`config.mk`:
```
export PLATFORM = sky130hd
export DESIGN_NAME = strobe_capture_fifo
export DESIGN_NICKNAME = d
export VERILOG_FILES = /design/src/rtl/strobe_capture_fifo.sv
export SDC_FILE = /design/constraint.sdc
export NUM_CORES = 1
export LEC_CHECK = 0
export CAP_MARGIN = 20
export CORE_ASPECT_RATIO = 1.4
export CORE_MARGIN = 1.5
export CORE_UTILIZATION = 48
export DETAILED_ROUTE_END_ITERATION = 10
export GPL_TIMING_DRIVEN = 0
export MAX_ROUTING_LAYER = met4
export PLACE_DENSITY = 0.75
export SLEW_MARGIN = 20
export SYNTH_ARGS = -nofsm -noshare
export SYNTH_HDL_FRONTEND = slang
export SYNTH_SLANG_ARGS = --single-unit
```
`constraint.sdc`:
```
create_clock -name clk -period 2.05 [get_ports clk]
set_input_delay 0.205 -clock clk [delete_from_list [all_inputs] [get_ports clk]]
set_output_delay 0.205 -clock clk [all_outputs]
set_load 0.005 [all_outputs]
```
`src/rtl/strobe_capture_fifo.sv`:
```
// Strobe-qualified sample capture FIFO with sticky overflow flag.
// Optional saturating drop counter enabled by STROBE_CAPTURE_DROP_COUNT_EN.
module strobe_capture_fifo #(
  parameter int DATA_W = 8,
  parameter int DEPTH  = 4
) (
  input  logic                     clk,
  input  logic                     rst,
  input  logic                     in_en,
  input  logic [DATA_W-1:0]        in_data,
  output logic                     out_valid,
  input  logic                     out_ready,
  output logic [DATA_W-1:0]        out_data,
  output logic [$clog2(DEPTH):0]   level,
  output logic                     overflow
`ifdef STROBE_CAPTURE_DROP_COUNT_EN
  ,
  output logic [7:0]               drop_cnt
`endif
);

  localparam int PW = $clog2(DEPTH);
  localparam int LW = PW + 1;

  logic [DATA_W-1:0] mem_q [DEPTH];
  logic [PW-1:0]     wr_ptr_q, wr_ptr_d;
  logic [PW-1:0]     rd_ptr_q, rd_ptr_d;
  logic [LW-1:0]     level_q, level_d;
  logic              overflow_q, overflow_d;
  logic              full, empty, do_rd, do_wr, drop;

  always_comb begin
    full  = (level_q == LW'(DEPTH));
    empty = (level_q == '0);
    do_rd = !empty && out_ready;
    // A full FIFO still accepts a strobe when the head retires on the same edge.
    do_wr = in_en && (!full || do_rd);
    drop  = in_en && !do_wr;
  end

  always_comb begin
    wr_ptr_d   = wr_ptr_q;
    rd_ptr_d   = rd_ptr_q;
    level_d    = level_q;
    overflow_d = overflow_q | drop;
    if (do_wr) wr_ptr_d = wr_ptr_q + 1'b1;
    if (do_rd) rd_ptr_d = rd_ptr_q + 1'b1;
    case ({do_wr, do_rd})
      2'b10:   level_d = level_q + 1'b1;
      2'b01:   level_d = level_q - 1'b1;
      default: level_d = level_q;
    endcase
  end

  always_ff @(posedge clk) begin
    if (rst) begin
      wr_ptr_q   <= '0;
      rd_ptr_q   <= '0;
      level_q    <= '0;
      overflow_q <= 1'b0;
    end else begin
      wr_ptr_q   <= wr_ptr_d;
      rd_ptr_q   <= rd_ptr_d;
      level_q    <= level_d;
      overflow_q <= overflow_d;
    end
  end

  // Storage is never cleared; the output mux hides stale contents while empty.
  always_ff @(posedge clk) begin
    if (!rst && do_wr) mem_q[wr_ptr_q] <= in_data;
  end

  assign out_valid = !empty;
  assign out_data  = empty ? '0 : mem_q[rd_ptr_q];
  assign level     = level_q;
  assign overflow  = overflow_q;

`ifdef STROBE_CAPTURE_DROP_COUNT_EN
  logic [7:0] drop_cnt_q, drop_cnt_d;

  always_comb begin
    drop_cnt_d = drop_cnt_q;
    if (drop && drop_cnt_q != 8'hFF) drop_cnt_d = drop_cnt_q + 8'd1;
  end

  always_ff @(posedge clk) begin
    if (rst) drop_cnt_q <= '0;
    else     drop_cnt_q <= drop_cnt_d;
  end

  assign drop_cnt = drop_cnt_q;
`endif

endmodule

```
==> results by group <==
Drt
  – Met2 Routed Length: around 1600 um
  – WL/cell: 15.1 um
  – Top sig layer: met4
  – DRT met1 WL: around 1100 um
  – Number of DRC markers in iteration 0: 18
  – DRT antenna net count: 0
  – DR vias/cell: around 5.1
  – Post-route DRC violation count: 0
  – Vias: a little under 1000
  – Final wirelength: 2850 um
  – DR WL met3: roughly 130 um
  – First-pass detailed-route iteration total: 2

Timing
  – Final Setup Violations: 0
  – Hold_ws: just under 500 ps
  – Period Utilization, post-route: roughly 100%
  – RSZ-0062 raised after global routing: true
  – Final Max Slew Viols: 0
  – Min cycle time layout: 2030 ps
  – Relative slew slack: roughly 50%
  – Final worst slack: around 16 ps
  – Skew final: roughly 6.4 ps
  – Hold Vio Cnt, Final: 0
  – Worst Tran Pin Value: 752 ps
  – Final setup TNS: 0 ps
  – Fmax: about 490 MHz

Setup path
  – Max stage delay on crit path: 380 ps
  – Crit path capture type: flop
  – Critical path startpoint category: flop
  – Worst R2R Setup Slack: 20 ps
  – CP Cell Sequence: nor4b_4 > nor2b_2 > inv_2 > ha_4 > inv_1 > fa_2 > xor2_1 > or3_1 > a21oi_2
  – WP data required: about 2300 ps
  – Crit Path Max Fanout: 6
  – WP data arrival: approximately 2300 ps
  – Slowest cell on the critical path: dfxtp_4
  – Setup CP Type: reg -> reg

Logic synthesis
  – Yosys top cell by area: edfxtp_1
  – Cell variety after synth: 25
  – Share of the synthesized area in the top cell type: 55.4%
  – Register area share after synthesis: around two thirds
  – FFs w/ async S/R, synth: 0%
  – Yosys warns: 0
  – Top post-synthesis cells by area: edfxtp_1, dfxtp_1, mux4_2
  – Synthesized area: roughly 1700 sq um
  – Number of synthesized register bits: 42
  – Most common cell in the netlist: edfxtp_1
  – Top_reg_cell synth: edfxtp_1
  – Most instantiated cells after synthesis: edfxtp_1, dfxtp_1
  – Post-synth EDFFs: 32
  – Syn_nets: 126
  – Avg Cell Area, Syn: around 16 sq um
  – Gate Count Post-Synth: 108

Placed design
  – GPL Wtd Cong: approximately 0.67
  – Dpl cells: between 150 and 200
  – IO Port Bufs: 24
  – Placement Cell Area: between 2000 and 2500 sq um
  – Placement Setup Slack: -587 ps
  – Detailed Place HPWL: 1930 um

GRT
  – Total gr overflow: 0
  – First-pass GRT wire length: 4460 um
  – Total track usage: 17.1%
  – Vias in the first global route: ~1000
  – Largest net degree at the start of global routing: 14
  – Initial antenna violation count: 0

Floorplanning
  – Die Ht: around 74 um
  – Total die area: around 4000 sq um
  – Starting Density: about half
  – IO Pins: 25
  – Core Area: about 3400 sq um
  – Die W: between 50 and 60 um
  – # rows: 25

Finish
  – Non-filler cells, final: about 190
  – # diodes: 0
  – Layout cells sized above 1: around 28%
  – Nets@finish: approximately 170
  – Area growth syn-to-layout: 28.9%
  – Design area: 2240 sq um

Power
  – Leakage: between 0.8 and 0.9 nW
  – Worst vdd ir: around 760 uV
  – Cell Pwr Density: ~1100 nW/um^2

Clock network
  – # H-tree levels: 2
  – CTS root buffer: clkbuf_8
  – CTS tree: done
  – Clock Latency Late Sink: 290 ps
  – CTS Hold Bufs: 0
  – Clk sink count: 42
  – CTS Buffer Depth: 2
  – Clock-pin slew on the worst setup and hold paths: 80 ps
  – Num CTS Buffers: 5

Status
  – Status: finished clean

Flow run
  – Max_cap viols: 0

Worst hold path
  – Worst hold path type: reg -> reg
layout by cell type, fill, tap and decap left out, types with 4 or more instances in the layout:
cell,n
edfxtp_1,32
clkdlybuf4s50_1,15
buf_4,9
mux4_2,8
nor2b_1,8
nor2_1,8
dfxtp_1,8
inv_1,7
dlygate4sd2_1,7
clkbuf_8,6
nor3b_2,4
ha_1,4
sequential cells by signal, indices dropped and copies added (netlist names), named ones only:
name      flops
wr_ptr_q      2
overflow      1
mem_q        32
level         3
rd_ptr_q      2
path summary, 6_finish.rpt:
check	end	depth (start not counted)	from
worst max-delay path	level[2]	9	level[0]
worst min-delay path	overflow	2	overflow
worst max register to register	level[2]	9	level[0]
worst min register to register	overflow	2	overflow
where the power goes:
group          switching [mW]  leakage, nW  internal, mW
clock network           0.265       0.0472         0.270
logic                   0.353        0.410         0.486
registers              0.0638        0.374         0.998
area by class of cell:
class	instances	area, sq um
plain buffers	4	25.0
clock buffers	6	82.6
clock inverters	2	12.5
fillers	256	1170
inverters	8	30.0
multi-input cells	54	567
flip-flops and latches	42	1170
well taps	40	50.0
repair buffers	33	304
critical path, delay by kind of cell, from the launching register on:
family / cells / cell delay, ps
flops: 1 / 380
compound gates: 1 / 130
xor+xnor: 1 / 150
fa+ha+maj: 2 / 470
buf+inv: 2 / 130
simple gates: 3 / 700
through the flow:
step	utilization, %	power, mW
floorplan	-	1.51
global placement	59.8	1.84
detailed placement	60.4	1.88
CTS	65.1	2.46
global route	65.6	2.56
finish	65.6	2.44
repair_timing:
| item | 4_1_cts | 5_1_grt |
|---|---|---|
| pin swaps | 2 | 1 |
| gates resized for setup | 10 | 4 |
| setup endpoints to repair | 10 | 3 |
| setup buffers | 8 | 1 |
per-layer routing:
layer / vias to the layer above / global-route usage, %
li1: 469 / -
met3: 6 / 3.01
met5: - / -
met1: 465 / 16.6
met4: 0 / 10.3
met2: 26 / 30.2
cells by family (layout without fill, tap and decap cells):
logic type / after synthesis / count (layout) / synth area share, %
muxes: 10 / 10 / 11.8
xor gates and xnor gates: 3 / 3 / 1.51
DFF: 42 / 42 / 66.9
adders and majority gates: 6 / 6 / 4.76
AOI/OAI and AO/OA: 7 / 7 / 2.16
buffers and inverters: 12 / 53 / 3.17
and+or+nand+nor: 28 / 28 / 9.66
Power figures use the tool's default switching activity.
